`config.mk`:
```
export PLATFORM = sky130hd
export DESIGN_NAME = uart_alu_frame_ctrl
export DESIGN_NICKNAME = d
export VERILOG_FILES = /design/src/rtl/uart_alu_frame_ctrl.sv
export SDC_FILE = /design/constraint.sdc
export NUM_CORES = 1
export LEC_CHECK = 0
export BUFFER_PORTS_ARGS = -buffer_cell sky130_fd_sc_hd__buf_2
export CAP_MARGIN = 25
export CORE_UTILIZATION = 26
export CTS_BUF_LIST = sky130_fd_sc_hd__clkbuf_4 sky130_fd_sc_hd__clkbuf_8
export CTS_CLUSTER_SIZE = 20
export DETAILED_ROUTE_END_ITERATION = 8
export PLACE_DENSITY = 0.46
export SKIP_CTS_REPAIR_TIMING = 1
export SYNTH_ARGS = -nofsm -noshare
export SYNTH_HDL_FRONTEND = slang
export SYNTH_SLANG_ARGS = --single-unit
```
`constraint.sdc`:
```
create_clock -name i_clk -period 3.66 [get_ports i_clk]
set_input_delay 0.183 -clock i_clk [delete_from_list [all_inputs] [get_ports i_clk]]
set_output_delay 0.183 -clock i_clk [all_outputs]
set_load 0.01 [all_outputs]
```
`src/rtl/uart_alu_frame_ctrl.sv`:
```
// Framed command controller: pulls START/OPCODE/A/B/checksum frames from the RX FIFO,
// drives a combinational ALU and returns a status byte plus result bytes through the TX FIFO.
module uart_alu_frame_ctrl #(
    parameter int                   DATA_BITS      = 8,
    parameter int                   OP_BYTES       = 2,
    parameter int                   OPCODE_BITS    = 6,
    parameter logic [DATA_BITS-1:0] START_BYTE     = 8'hA5,
    parameter int                   TIMEOUT_CYCLES = 100000,
    parameter int                   TMR_W          = 17,
    localparam int                  OPW            = OP_BYTES * DATA_BITS
) (
    input  logic                   i_clk,
    input  logic                   i_reset,
    input  logic                   i_rx_empty,
    input  logic [DATA_BITS-1:0]   i_r_data,
    output logic                   o_rd_uart,
    input  logic                   i_tx_full,
    output logic [DATA_BITS-1:0]   o_w_data,
    output logic                   o_wr_uart,
    output logic [OPW-1:0]         o_op_a,
    output logic [OPW-1:0]         o_op_b,
    output logic [OPCODE_BITS-1:0] o_op_code,
    input  logic [OPW-1:0]         i_alu_result,
    output logic                   o_busy,
    output logic                   o_frame_err
);

    localparam int IDX_W = (OP_BYTES > 1) ? $clog2(OP_BYTES) : 1;
    localparam logic [IDX_W-1:0] LAST_IDX = IDX_W'(OP_BYTES - 1);
    localparam logic [TMR_W-1:0] TMR_LAST = TMR_W'(TIMEOUT_CYCLES - 1);

    typedef enum logic [2:0] {
        IDLE,
        OPC,
        OPA,
        OPB,
        CHK,
        EXEC,
        SEND_STAT,
        SEND_RES
    } state_t;

    state_t                 state_q;
    logic [DATA_BITS-1:0]   chkSum_q;
    logic [DATA_BITS-1:0]   status_q;
    logic [TMR_W-1:0]       timer_q;
    logic [IDX_W-1:0]       byteIdx_q;
    logic [OPW-1:0]         result_q;
    logic [OPW-1:0]         opA_q;
    logic [OPW-1:0]         opB_q;
    logic [OPCODE_BITS-1:0] opCode_q;
    logic                   chkBad_q;
    logic                   opcHigh_q;

    logic                   inFrame;
    logic                   popByte;
    logic                   pushByte;
    logic                   timeoutHit;
    logic [DATA_BITS-1:0]   wrData_d;

    // Handshake strobes are decoded from the current state so a byte is taken or
    // offered in the very cycle the FIFO flag allows it; reset blocks both.
    always_comb begin
        inFrame    = (state_q == OPC) || (state_q == OPA) || (state_q == OPB) || (state_q == CHK);
        popByte    = (inFrame || state_q == IDLE) && !i_rx_empty && !i_reset;
        pushByte   = (state_q == SEND_STAT || state_q == SEND_RES) && !i_tx_full && !i_reset;
        timeoutHit = inFrame && !popByte && (timer_q == TMR_LAST);
        wrData_d   = '0;
        if (state_q == SEND_STAT) begin
            wrData_d = status_q;
        end else if (state_q == SEND_RES) begin
            wrData_d = result_q[int'(byteIdx_q) * DATA_BITS +: DATA_BITS];
        end
    end

    assign o_rd_uart   = popByte;
    assign o_wr_uart   = pushByte;
    assign o_w_data    = pushByte ? wrData_d : '0;
    assign o_frame_err = pushByte && (state_q == SEND_STAT) && (status_q != '0);
    assign o_busy      = (state_q != IDLE);
    assign o_op_a      = opA_q;
    assign o_op_b      = opB_q;
    assign o_op_code   = opCode_q;

    // Frame sequencer; a timeout anywhere between OPC and CHK jumps straight to
    // reporting status 03 and drops the partial frame.
    always_ff @(posedge i_clk) begin
        if (i_reset) begin
            state_q   <= IDLE;
            chkSum_q  <= '0;
            status_q  <= '0;
            timer_q   <= '0;
            byteIdx_q <= '0;
            result_q  <= '0;
            opA_q     <= '0;
            opB_q     <= '0;
            opCode_q  <= '0;
            chkBad_q  <= 1'b0;
            opcHigh_q <= 1'b0;
        end else begin
            if (inFrame) begin
                timer_q <= popByte ? '0 : timer_q + TMR_W'(1);
            end

            case (state_q)
                IDLE: begin
                    if (popByte && i_r_data == START_BYTE) begin
                        chkSum_q  <= '0;
                        timer_q   <= '0;
                        byteIdx_q <= '0;
                        state_q   <= OPC;
                    end
                end

                OPC: begin
                    if (popByte) begin
                        opCode_q  <= i_r_data[OPCODE_BITS-1:0];
                        opcHigh_q <= (i_r_data >> OPCODE_BITS) != '0;
                        chkSum_q  <= chkSum_q ^ i_r_data;
                        byteIdx_q <= '0;
                        state_q   <= OPA;
                    end else if (timeoutHit) begin
                        status_q <= DATA_BITS'(3);
                        state_q  <= SEND_STAT;
                    end
                end

                OPA: begin
                    if (popByte) begin
                        opA_q[int'(byteIdx_q) * DATA_BITS +: DATA_BITS] <= i_r_data;
                        chkSum_q <= chkSum_q ^ i_r_data;
                        if (byteIdx_q == LAST_IDX) begin
                            byteIdx_q <= '0;
                            state_q   <= OPB;
                        end else begin
                            byteIdx_q <= byteIdx_q + IDX_W'(1);
                        end
                    end else if (timeoutHit) begin
                        status_q <= DATA_BITS'(3);
                        state_q  <= SEND_STAT;
                    end
                end

                OPB: begin
                    if (popByte) begin
                        opB_q[int'(byteIdx_q) * DATA_BITS +: DATA_BITS] <= i_r_data;
                        chkSum_q <= chkSum_q ^ i_r_data;
                        if (byteIdx_q == LAST_IDX) begin
                            byteIdx_q <= '0;
                            state_q   <= CHK;
                        end else begin
                            byteIdx_q <= byteIdx_q + IDX_W'(1);
                        end
                    end else if (timeoutHit) begin
                        status_q <= DATA_BITS'(3);
                        state_q  <= SEND_STAT;
                    end
                end

                CHK: begin
                    if (popByte) begin
                        chkBad_q <= (i_r_data != chkSum_q);
                        state_q  <= EXEC;
                    end else if (timeoutHit) begin
                        status_q <= DATA_BITS'(3);
                        state_q  <= SEND_STAT;
                    end
                end

                // A corrupted frame outranks an illegal opcode in the reported status.
                EXEC: begin
                    result_q  <= i_alu_result;
                    status_q  <= chkBad_q ? DATA_BITS'(1) : (opcHigh_q ? DATA_BITS'(2) : '0);
                    byteIdx_q <= '0;
                    state_q   <= SEND_STAT;
                end

                SEND_STAT: begin
                    if (pushByte) begin
                        byteIdx_q <= '0;
                        state_q   <= (status_q == '0) ? SEND_RES : IDLE;
                    end
                end

                SEND_RES: begin
                    if (pushByte) begin
                        if (byteIdx_q == LAST_IDX) begin
                            byteIdx_q <= '0;
                            state_q   <= IDLE;
                        end else begin
                            byteIdx_q <= byteIdx_q + IDX_W'(1);
                        end
                    end
                end

                default: state_q <= IDLE;
            endcase
        end
    end

endmodule

```
==> results, run 1 <==
- The run finished with clean final reports.
- The clock passes through at most 2 buffers.
- The dominant synthesized flop cell is sky130_fd_sc_hd__dfxtp_1.
- The floorplan step defined a die boundary enclosing between 15,000 and 20,000 um^2.
- The routed design has about 11,000 um of wire.
- The final clock period utilization by the worst path is approximately 65%.
- The total routing usage reported by global routing is between 10% and 20%.
- The first TritonRoute pass finished after 4 iterations.
- The final hold violation count was 0.
- The number of buffers inserted during clock tree synthesis is 9.
- For the finished layout, the period the worst path requires is 2390 ps.
- The core box area is approximately 15,000 um^2.
- The via count of the first global-routing pass was between 3,000 and 4,000.
- The worst hold path begins at i_alu_result[14].
- The worst voltage drop across the vdd grid is between 0.2 and 0.25 mV.
- The post-synthesis instance area is about 4100 um^2.
- The number of standard-cell rows in the floorplan is 45.
- The average size of a mapped cell is just under 9 um^2.
- Adding up every negative setup slack in the final design gives 0 ps.
- The count of boundary I/O pins is 78.
- The critical path is of the register to register type.
- The total congestion overflow is 0.
- The fraction of layout cells with a size suffix above 1 is a little under a quarter.
- Leaving out fill and tap cells, the most frequent cells in the layout are sky130_fd_sc_hd__dfxtp_1, sky130_fd_sc_hd__buf_2, sky130_fd_sc_hd__nor2_1, sky130_fd_sc_hd__nand2_1, sky130_fd_sc_hd__mux2i_1.
- Counting flops with an async set or reset pin after synthesis yields a share of 0%.
- The count of flip-flops with a built-in enable after synthesis is 0.
- The synthesized netlist net count is approximately 500.
- STA puts the critical path data arrival time at about 2600 ps.
- For this block, the via count after detailed routing is 3,540.
- The area growth from synthesis to layout is 18.7%.
- The final core utilization is about a third.
- The number of pins exceeding their max-slew limit in the final report is 0.
- The die is roughly 130 um wide.
- The later-pin clock latency in the skew report is between 300 and 400 ps.
- The TritonCTS clock tree is done.
- Yosys printed 0 warnings.
- Setup violations remaining at the end of the flow were counted as 0.
- Global routing consumed, on the met3 layer, 4.10% of the routing resources.
- The effective utilization at floorplan is about 27%.
- Power spread over the standard cell area amounts to roughly 450 nW/um^2.
- Counting distinct cell types in the post-synthesis netlist gives 61.
- The first global-routing pass estimated ~18,000 um of wire.
- In the synthesized netlist, the number of instances is between 400 and 500.
- The worst max-slew margin expressed relative to the limit is a little over two fifths.
- Using the TritonRoute via totals, the vias-per-cell ratio works out to roughly 4.8.
- Tracing the worst setup path back leads to its startpoint at state_q[1]$_SDFFE_PP0P_.
- In this run, the number of DRC markers left after iteration 0 of detailed routing was slightly above 200.
- The area of placed instances is ~4600 um^2.
- After detailed routing, the average wire length per cell comes to around 15 um.
- The startpoint type of the worst setup path is a register.
- Timing would allow up to approximately 420 MHz.
- The die is 127 um tall.
- The leakage power total is around 2 nW.
- The layer flagged by global routing as most heavily used is met2.
- The required time at the worst-slack endpoint is 3890 ps.
- In the routed design, unresolved DRC markers number 0.
- Sequential elements use a little over two fifths of the synthesized area.
- The maximum fanout encountered on the critical timing path is 23.
- In this run the tool buffered the top-level ports with 77 buffer cells.
- The routability congestion estimate is between 0.7 and 0.8.
- The number of antenna violations at the first check in global routing was 0.
- The clock skew after layout is 12.4 ps.
- Max-cap violations in this run came to 0.
- Setup repair after global routing left no endpoint under its margin.
- The clock net in this run drives a total of 87 sinks.
- The total number of nets in the final design is around 560.
- The capturing element type of the critical path is a register.
- The met1 global-route usage is between 10% and 20%.
- The finished cells cover about 4800 um^2.
- In this run the number of H-tree levels came out at 3.
- Clock tree synthesis selected as its root buffer the cell sky130_fd_sc_hd__clkbuf_8.
- Entering global routing, the biggest net connects between 40 and 50 pins.
- The flip-flop and latch count after synthesis is 87.
- The post-detailed-placement half-perimeter wirelength is between 7000 and 8000 um.
- The clock slew at the register clock pins of the worst setup and hold paths is around 90 ps.
- The actual slew at the worst max-slew pin is around 870 ps.
- Global routing used between 20% and 30% of the available met2 tracks.
- The startpoint identified for the worst register-to-register timing path is state_q[1]$_SDFFE_PP0P_.
- The most frequent standard cell in the layout excluding fill and tap cells is sky130_fd_sc_hd__dfxtp_1.
- The type of the most critical hold path is input pin to register.
- 0 antenna diodes ended up in the layout.
- The detail route stage leaves a number of antenna-violating nets equal to 0.
critical path: stages (launching register included):
cell                       delay, ps
sky130_fd_sc_hd__dfxtp_1         850
sky130_fd_sc_hd__nor4b_2         540
sky130_fd_sc_hd__nand3b_1        490
sky130_fd_sc_hd__mux2i_1         320
sky130_fd_sc_hd__nor2_1           50
where the power goes:
part	switching, W	total (W)	leakage, nW	internal [W]
registers	0.0000584	0.00104	0.702	0.000983
clock network	0.000350	0.000723	0.113	0.000373
logic	0.000263	0.000431	1.16	0.000168
total	0.000671	0.00219	1.97	0.00152
metrics by stage:
stage | setup slack [ps] | power, W | cells | hold slack [ps]
floorplan | 2040 | 0.00137 | 468 | 319
global placement | 1220 | 0.00146 | 725 | 426
detailed placement | 1230 | 0.00149 | 726 | 437
CTS | 1220 | 0.00222 | 742 | 31.5
global route | 1010 | 0.00232 | 742 | 50.0
finish | 1270 | 0.00219 | 742 | 52.8
Yosys cell counts (all sizes together), types with 8 or more instances:
master,n,area share (%)
dfxtp,87,43
or4,8,1.6
clkbuf,19,1.7
buf,15,2.0
nor2,67,6.4
a311oi,8,1.7
xor2,10,2.1
nand2,52,4.8
mux2i,47,12
nand3,14,2.0
o31ai,8,1.5
a21oi,40,5.0
o21ai,16,2.1
area by class of cell:
type,instances,area [um^2]
Sequential cell,87,1740
Inverter,7,27.5
Fill cell,1644,10400
Tap cell,211,264
Multi-Input combinational cell,340,2160
Timing Repair Buffer,81,435
Clock buffer,12,165
Clock inverter,4,52.6
metal layers:
| metal | vias to the layer above | part of all wire (%) |
|---|---|---|
| met1 | 1686 | 47 |
| li1 | 1773 | - |
| met5 | - | 0 |
| met4 | 0 | 1.2 |
| met2 | 71 | 46 |
| met3 | 10 | 5.4 |
path summary, 6_finish.rpt:
path / endpoint / slack (ps) / depth (start not counted)
worst max-delay path: o_op_a[15]$_SDFFE_PP0P_ / 1270 / 4
worst min-delay path: result_q[14]$_SDFFE_PP0P_ / 50 / 3
worst max register to register: o_op_a[15]$_SDFFE_PP0P_ / 1270 / 4
worst min register to register: result_q[7]$_SDFFE_PP0P_ / 460 / 2
kinds of logic after synthesis:
logic type	share of synthesized area (%)
flip-flops	42.7
multiplexers	11.8
AO/OA/AOI/OAI	14.5
XOR/XNOR	3.00
buffers and inverters	4.41
adder cells (fa/ha/maj)	0.306
AND/OR/NAND/NOR	23.3
sequential cells by signal, indices dropped and copies added (netlist names), 2 cells and up:
name and flops:
o_op_code 6, chkSum_q 8, state_q 3, o_op_b 16
status_q 2, timer_q 17, result_q 16, o_op_a 16
Note: power is estimated with default switching activity, not from simulation.
==> inputs of run 2 (changes only) <==
clock period = 2.31 ns   (was 3.66 ns; I/O delays follow)
==> run 2 against run 1 <==
The flow now finishes with violations (hold timing). Sequential power rose by 58%. Combinational power increased by 61%. Cell area is 3.0% higher. Core utilization is 0.96 points higher. Largest power group unchanged. Die area stayed put. Clock power grew 31%. Clock skew shrank 6.7 ps. Clock-buffer cell count down 2. Global-route usage is 0.48 points higher. Critical path type is now register to output port. Critical endpoint is now o_w_data[4]. Flip-flop and latch count is the same.
==> results, run 2 (synthesized netlist as in run 1, its figures left out) <==
- The met1 global-route usage is 18.1% (+0.35 points).
- The total of max-cap violations is 0 (unchanged).
- In the layout the commonest cells are sky130_fd_sc_hd__dfxtp_1, sky130_fd_sc_hd__buf_2, sky130_fd_sc_hd__nor2_1, sky130_fd_sc_hd__nand2_1, sky130_fd_sc_hd__mux2i_1.
- The final hold violation count is 2 (+2).
- The fraction of layout cells with a size suffix above 1 came to 23.8% (+0.85 points).
- The flow ran to the end, but the final reports show violations.
- The count of boundary I/O pins is 78 (unchanged).
- The setup path with the least slack is of type register to output port.
- The wire length per cell after detailed routing is 14.6 um (-1.1%).
- The worst hold path begins at i_alu_result[8].
- The master cell of the clock root buffer is sky130_fd_sc_hd__clkbuf_8.
- The number of I/O port buffers is 77 (unchanged).
- The first-pass GRT wire length is 17,900 um (+1.6%).
- The clock slew at the register clock pins of the worst setup and hold paths is 80 ps (about the same).
- The CTS H-tree depth is 3 (unchanged).
- The data arrival at the endpoint of the critical path came to 1840 ps (-780 ps).
- The number of buffers inserted during clock tree synthesis was 9 (unchanged).
- The post-detailed-placement half-perimeter wirelength is 7670 um (+2.0%).
- The leakage power total is 2.04 nW (+3.4%).
- The number of instances on the worst hold path is 3 (unchanged).
- The global routing met2 resource utilization is 22.1% (-0.16 points).
- The number of violations reported at the end of detailed-routing iteration 0 came to 190 (-6.4%).
- The depth of the worst register-to-register path is 5 (+1).
- Timing would allow up to 510 MHz.
- The count of TritonRoute iterations in the first routing pass was 4 (unchanged).
- The number of buffers on the longest clock path is 2 (unchanged).
- The required time at the worst-slack endpoint is 2190 ps (-1700 ps).
- The number of placed instances with taps included is 736 (+1.4%).
- The maximum number of pins on one net before global-route repair came to 40 (-2.4%).
- The post-layout instance count excluding filler cells is 765 (+3.1%).
- The worst register-to-register path ends at timer_q[16]$_SDFF_PP0_.
- The final clock period utilization by the worst path is ~85%.
- TritonCTS built the clock tree.
- The final hold slack is -14.8 ps (-67.6 ps).
- The most frequent standard cell in the layout excluding fill and tap cells is sky130_fd_sc_hd__dfxtp_1.
- The clock skew after layout came to 5.71 ps (-6.71 ps).
- The checks that failed: hold timing.
- The clock period minus final worst setup slack is between 1500 and 2000 ps.
- The worst register-to-register path begins at state_q[0]$_SDFFE_PP0P_.
- Setup repair after global routing left no endpoint under its margin.
- The count of unresolved DRC violations after routing was 0 (unchanged).
- The routing usage on met3 is 4.61% (+0.50 points).
- The core box area is 15,300 um^2 (unchanged).
- The maximum fanout encountered on the critical timing path is 13 (-43%).
- The total negative slack for setup checks came to 0 ps (unchanged).
- The via count was 3,651 (+3.1%).
- The effective utilization at floorplan came to 26.8% (unchanged).
- The via count of the first global-routing pass came to 3,472 (+2.9%).
- The power density relative to cell area was 656 nW/um^2 (+45%).
- The final setup violation count was 0 (unchanged).
- The total routing usage reported by global routing was 14.3% (+0.48 points).
- The number of nets with antenna violations after routing is 0 (unchanged).
- The worst max-slew margin expressed relative to the limit is 63.2% (+21 points).
- The tightest min-delay check is of the input pin to register type.
- The number of pins exceeding their max-slew limit in the final report is 0 (unchanged).
- The later-pin clock latency in the skew report came to 370 ps (about the same).
- The worst voltage drop across the vdd grid is 0.364 mV (+62%).
- The total number of nets in the final design is 579 (+4.3%).
- The total congestion overflow is 0 (unchanged).
- The destination of the worst hold path is result_q[8]$_SDFFE_PP0P_.
- The chip height is 127 um (unchanged).
- The number of flip-flops in the largest register was 17 (unchanged).
- timer_q holds more flip-flops than any other register.
- The startpoint type of the worst setup path is a register.
- The number of antenna violations at the first check in global routing is 0 (unchanged).
- The actual slew at the worst max-slew pin is 552 ps (-319 ps).
- The number of standard-cell rows in the floorplan is 45 (unchanged).
- The CTS sink count is 87 (unchanged).
- The x dimension of the die is 127 um (unchanged).
- The average via count per standard cell was 4.77 (about the same).
- The number of antenna repair diodes is 0 (unchanged).
- The routability congestion estimate is 0.767 (+4.1%).
- The capturing element type of the critical path is an output port.
- The setup slack on the worst flop-to-flop path is 420 ps (-850 ps).
- The area of the die is 16,200 um^2 (unchanged).
- The wire length reported by the detailed router came to 11,100 um (+2.0%).
- From synthesis to final layout, the design area changed by 22.3%.
- In this run the most used layer during global routing was met2.
==> run 2: changes by cell type in the layout (fill, tap and decap cells not counted), sizes merged <==
cell / change
dlygate4sd3: +14
buf: +10
clkinvlp: +3
clkbuf: -2
bufinv: -1
clkinv: -1
==> run 2: layer usage <==
layer  share of wire [%]  wire (um)
met1                  46       5090
met2                  45       5050
met3                 6.8        754
met4                 2.1        239
met5                   0          0
==> run 2: power by group <==
| group | switching (W) | internal [W] |
|---|---|---|
| combinational | 0.000425 | 0.000268 |
| clock | 0.000551 | 0.000396 |
| sequential | 0.0000798 | 0.00156 |
==> run 2: how the worst max path moves through the flow <==
stage,startpoint,cells after the start,slack (ps),endpoint
6_report,state_q[0]$_SDFFE_PP0P_,4,350,o_w_data[4]
5_1_grt,state_q[0]$_SDFFE_PP0P_,4,190,o_w_data[4]
4_1_cts,state_q[2]$_SDFFE_PP0P_,5,160,o_w_data[4]
3_5_place_dp,state_q[2]$_SDFFE_PP0P_,5,400,timer_q[16]$_SDFF_PP0_
3_3_place_gp,state_q[2]$_SDFFE_PP0P_,5,460,timer_q[16]$_SDFF_PP0_
2_1_floorplan,state_q[2]$_SDFFE_PP0P_,5,730,o_op_a[0]$_SDFFE_PP0P_
==> run 2: critical path, cell delays in order (launching register included) <==
cell,delay (ps)
sky130_fd_sc_hd__dfxtp_1,680
sky130_fd_sc_hd__buf_4,280
sky130_fd_sc_hd__nand2_1,200
sky130_fd_sc_hd__nor2_1,160
sky130_fd_sc_hd__buf_2,140
==> run 2: layout make-up <==
cell class | instances | area [um^2]
flip-flops and latches | 87 | 1740
multi-input cells | 340 | 2160
repair buffers | 105 | 631
well taps | 211 | 264
clock buffers | 10 | 131
fillers | 1629 | 10300
clock inverters | 5 | 36.3
inverters | 7 | 27.5
==> run 2: per-stage QoR <==
step           utilization [%]  hold slack, ps  area, um^2  total power [W]  setup WS [ps]
5_1_grt                   32.7           0.734        4990          0.00348            185
6_report                  32.7           -14.8        4990          0.00328            351
3_3_place_gp              30.7             360        4680          0.00234            465
2_1_floorplan                -             251        4080          0.00217            734
3_5_place_dp              30.7             366        4680          0.00235            396
4_1_cts                   31.8           -45.1        4850          0.00332            163
==> inputs of run 3 (changes only) <==
ABC_AREA = 1   (was not set)
PLACE_DENSITY = 0.47   (was 0.46)
clock period = 1.6 ns   (was 2.31 ns; I/O delays follow)
==> run 3 against run 2 <==
The run ends with hold timing, setup timing left. Sequential power rose by 38%. Combinational power rose by 11%. Total power rose by 41%. Register-to-register slack got worse by 350 ps. Core utilization rose by 3.2 points. Clock power rose by 69%. Cell area rose by 5.0%. Critical path type unchanged. Highest routed layer unchanged.
==> results, run 3 <==
- The maximum number of pins on one net before global-route repair is 45 (+13%).
- The number of distinct library cells after synthesis is 37 (-39%).
- The clock skew after layout came to 14.3 ps (+8.58 ps).
- The most frequent standard cell in the layout excluding fill and tap cells is sky130_fd_sc_hd__dfxtp_1.
- The worst max-slew margin expressed relative to the limit is 73.7% (+11 points).
- The total congestion overflow is 0 (unchanged).
- The count of TritonRoute iterations in the first routing pass is 5 (+1).
- The total area of sequential cells came to 1760 um^2 (+0.72%).
- The sequential fraction of design power is 48.7% (-1.3 points).
- The number of filler instances in the final layout is 1,576 (-3.3%).
- The run finished, with violations left.
- The via count was 3,928 (+7.6%).
- The required time at the worst-slack endpoint is 1520 ps (-670 ps).
- The data arrival at the endpoint of the critical path is 1570 ps (-270 ps).
- The routability congestion estimate is 0.859 (+12%).
- The CTS H-tree depth was 3 (unchanged).
- The path class of the tightest hold or removal check is input pin to register.
- Setup repair after global routing could not meet its margin everywhere.
- The switching part of the total power is 29.8% (-2.4 points).
- The clock network fraction of design power is 34.6% (+5.7 points).
- The post-detailed-placement half-perimeter wirelength came to 7860 um (+2.5%).
- The adder and majority gate portion of the synthesized area is 0.319% (+0.013 points).
- The wire length per cell after detailed routing was 13.0 um (-11%).
- The area growth from synthesis to layout is 33.8%.
- The dominant combinational cell family by area after synthesis is simple AND/OR/NAND/NOR gates.
- Ranked by flip-flop count, first place goes to timer_q.
- The post-layout instance count excluding filler cells is 858 (+12%).
- The final hold slack was -12.3 ps (+2.58 ps).
- After layout, the worst path uses 103% of the clock period.
- The number of standard-cell rows in the floorplan is 44 (-2.2%).
- TritonCTS built the clock tree.
- The number of nets with antenna violations after routing is 0 (unchanged).
- The effective utilization at floorplan was 26.8% (+0.087 points).
- The number of pins exceeding their max-slew limit in the final report is 0 (unchanged).
- The area of the die is 15,600 um^2 (-4.0%).
- The count of boundary I/O pins was 78 (unchanged).
- The startpoint type of the worst setup path is a register.
- The count of unresolved DRC violations after routing is 0 (unchanged).
- The number of placed instances with taps included is 824 (+12%).
- The number of antenna violations at the first check in global routing is 0 (unchanged).
- The total number of nets in the final design is 698 (+21%).
- The total negative slack for setup checks is -54.5 ps (-54.5 ps).
- The destination of the worst hold path is result_q[8]$_SDFFE_PP0P_.
- In this run the critical register-to-register path is launched from state_q[1]$_SDFFE_PP0P_.
- The number of flip-flops in the largest register is 17 (unchanged).
- The multi-input combinational cell area is 1990 um^2 (-8.0%).
- Yosys instantiated no cell more often than sky130_fd_sc_hd__dfxtp_1.
- The fraction of layout cells with a size suffix above 1 is 26.9% (+3.0 points).
- By count the netlist is led by sky130_fd_sc_hd__dfxtp_1, sky130_fd_sc_hd__nand2_1, sky130_fd_sc_hd__nor2_1, sky130_fd_sc_hd__a21oi_1, sky130_fd_sc_hd__inv_1.
- The power density relative to cell area was 884 nW/um^2 (+35%).
- The flip-flop and latch count after synthesis is 87 (unchanged).
- The number of buffers on the longest clock path is 2 (unchanged).
- STA classifies the critical path endpoint as an output port.
- In the layout the commonest cells are sky130_fd_sc_hd__dfxtp_1, sky130_fd_sc_hd__nor2_1, sky130_fd_sc_hd__nand2_1, sky130_fd_sc_hd__buf_2, sky130_fd_sc_hd__a21oi_1.
- The CTS sink count came to 87 (unchanged).
- The share of flip-flops with an asynchronous set or reset after synthesis came to 0% (unchanged).
- The average size of a mapped cell was 7.15 um^2 (-18%).
- The synthesized netlist net count is 577 (+16%).
- The first-pass GRT wire length is 18,100 um (+1.3%).
- Clock tree synthesis selected as its root buffer the cell sky130_fd_sc_hd__clkbuf_8.
- The worst-case setup margin in the final layout is -46.6 ps (-397 ps).
- The post-synthesis cell count is 548 (+17%).
- The x dimension of the die is 125 um (-2.0%).
- The number of I/O port buffers came to 77 (unchanged).
- The number of violations reported at the end of detailed-routing iteration 0 is 209 (+10%).
- The share of total power in combinational logic is 16.7% (-4.5 points).
- The core box area is 14,600 um^2 (-4.4%).
- The dominant cell type by area after synthesis is sky130_fd_sc_hd__dfxtp_1.
- Timing would allow up to approximately 610 MHz.
- The fraction of the yosys area taken by sequential cells was 44.5% (+1.8 points).
- The count of flip-flops with a built-in enable after synthesis is 0 (unchanged).
- The number of antenna repair diodes is 0 (unchanged).
- The number of instances on the worst hold path is 3 (unchanged).
- The post-synthesis share of cell area spent on and, or, nand and nor gates is 25.7% (+2.4 points).
- The wire length reported by the detailed router is 11,200 um (+0.35%).
- The average via count per standard cell is 4.58 (-4.1%).
- The final hold violation count came to 4 (+2).
- The total of max-cap violations is 0 (unchanged).
- The checks that failed: hold timing, setup timing.
- The post-synthesis instance area is 3920 um^2 (-4.1%).
- The leakage power total is 2.22 nW (+9.0%).
- The actual slew at the worst max-slew pin is 395 ps (-157 ps).
- The cell area after layout is 5240 um^2 (+5.0%).
- The critical path in this run is classified as register to output port.
- The worst voltage drop across the vdd grid came to 0.340 mV (-6.6%).
- The chip height is 125 um (-2.0%).
- The xor/xnor share of the synthesized area was 3.58% (+0.57 points).
- The endpoint identified for the worst register-to-register timing path is state_q[0]$_SDFFE_PP0P_.
- The clock slew at the register clock pins of the worst setup and hold paths is 90 ps (about the same).
- Yosys attributes the largest share of cell area to sky130_fd_sc_hd__dfxtp_1, sky130_fd_sc_hd__a21oi_1, sky130_fd_sc_hd__nand2_1, sky130_fd_sc_hd__nor2_1, sky130_fd_sc_hd__o21ai_0.
- The net load switching power is 0.00138 W (+31%).
- The dominant synthesized flop cell is sky130_fd_sc_hd__dfxtp_1.
- The setup slack on the worst flop-to-flop path is 70 ps (-350 ps).
- The number of buffers inserted during clock tree synthesis is 9 (unchanged).
- The compound-gate portion of the synthesized area is 17.6% (+3.1 points).
- The maximum fanout encountered on the critical timing path is 5 (-8).
- The total routing usage reported by global routing is 14.6% (+0.30 points).
- The later-pin clock latency in the skew report came to 380 ps (about the same).
- The total power is 0.00463 W (+41%).
- The worst hold path begins at i_alu_result[8].
- After layout, the minimum clock period comes to roughly 1600 ps.
- The via count of the first global-routing pass is 3,720 (+7.1%).
- The multiplexer area fraction after synthesis was 0% (-12 points).
- The depth of the worst register-to-register path was 10 (+5).
- The fraction of synthesized cell area taken by the top area cell type is 44.5% (+1.8 points).
- The final setup violation count is 3 (+3).
- The number of warnings reported in the yosys synthesis log was 0 (unchanged).
- The area of placed instances is 4700 um^2 (+0.37%).
- The cell-internal power is 0.00325 W (+46%).
run 3: cell types whose count changed in the layout (fill, tap and decap cells not counted), moves of 6 or more:
cell	before	now
sky130_fd_sc_hd__o31ai_1	8	0
sky130_fd_sc_hd__mux2i_1	47	0
sky130_fd_sc_hd__nand3_1	12	31
sky130_fd_sc_hd__inv_1	6	56
sky130_fd_sc_hd__a31oi_1	7	1
sky130_fd_sc_hd__o21ai_0	14	51
sky130_fd_sc_hd__a311oi_1	8	0
sky130_fd_sc_hd__nor2_1	65	80
sky130_fd_sc_hd__a21oi_1	39	67
sky130_fd_sc_hd__nand2_1	51	79
sky130_fd_sc_hd__nand2_2	1	7
sky130_fd_sc_hd__or4_1	7	0
sky130_fd_sc_hd__buf_4	14	40
run 3: power groups by stage:
stage | clock, W | sequential, W | combinational (W)
after floorplan | 0 | 0.00229 | 0.000425
after global placement | 0 | 0.00229 | 0.000688
after detailed placement | 0 | 0.00230 | 0.000695
after CTS | 0.00167 | 0.00225 | 0.000697
after global routing | 0.00176 | 0.00226 | 0.000869
final | 0.00160 | 0.00226 | 0.000772
run 3: critical path, stage by stage (launching register included):
cell                      delay, ps
sky130_fd_sc_hd__dfxtp_4        400
sky130_fd_sc_hd__nand2_4         70
sky130_fd_sc_hd__o21ai_2        160
sky130_fd_sc_hd__nand2_2        120
sky130_fd_sc_hd__o32ai_2        270
sky130_fd_sc_hd__buf_2          170
run 3: metrics by stage:
step                      hold slack, ps  setup WS [ps]  util [%]
after floorplan                      215           84.6         -
after global placement               306           44.8      32.2
after detailed placement             306           25.4      32.2
after CTS                          -95.9           -287      33.6
after global routing                14.9           -138      35.9
final                              -12.3          -46.6      35.9
run 3: kinds of logic after synthesis:
group                      after synthesis
adders and majority gates                1
DFF                                     87
xor gates and xnor gates                16
AOI/OAI and AO/OA                      132
buffers and inverters                   83
and+or+nand+nor                        229
run 3: how the worst max path moves through the flow:
stage / start / cells past startpoint / slack, ps / endpoint
6_report: state_q[0]$_SDFFE_PP0P_ / 5 / -50 / o_w_data[1]
5_1_grt: state_q[0]$_SDFFE_PP0P_ / 6 / -140 / o_w_data[1]
4_1_cts: state_q[0]$_SDFFE_PP0P_ / 6 / -290 / o_w_data[7]
3_5_place_dp: state_q[1]$_SDFFE_PP0P_ / 9 / 30 / state_q[0]$_SDFFE_PP0P_
3_3_place_gp: timer_q[0]$_SDFF_PP0_ / 8 / 40 / timer_q[16]$_SDFF_PP0_
2_1_floorplan: timer_q[0]$_SDFF_PP0_ / 8 / 80 / timer_q[16]$_SDFF_PP0_
run 3: layer usage:
| metal | routed length, um | GRT usage [%] |
|---|---|---|
| met1 | 5310 | 18.9 |
| met2 | 5230 | 23.5 |
| met3 | 392 | 2.45 |
| met4 | 243 | 6.87 |
| met5 | 0 | 0 |
run 3: final cells by class:
| type | instances | share of cell area (%) |
|---|---|---|
| tap | 184 | 4.39 |
| timing repair buffer | 129 | 15.7 |
| clock buffer | 10 | 2.51 |
| multi-input combinational | 378 | 37.9 |
| inverter | 64 | 4.68 |
| clock inverter | 6 | 1.31 |
| sequential | 87 | 33.5 |
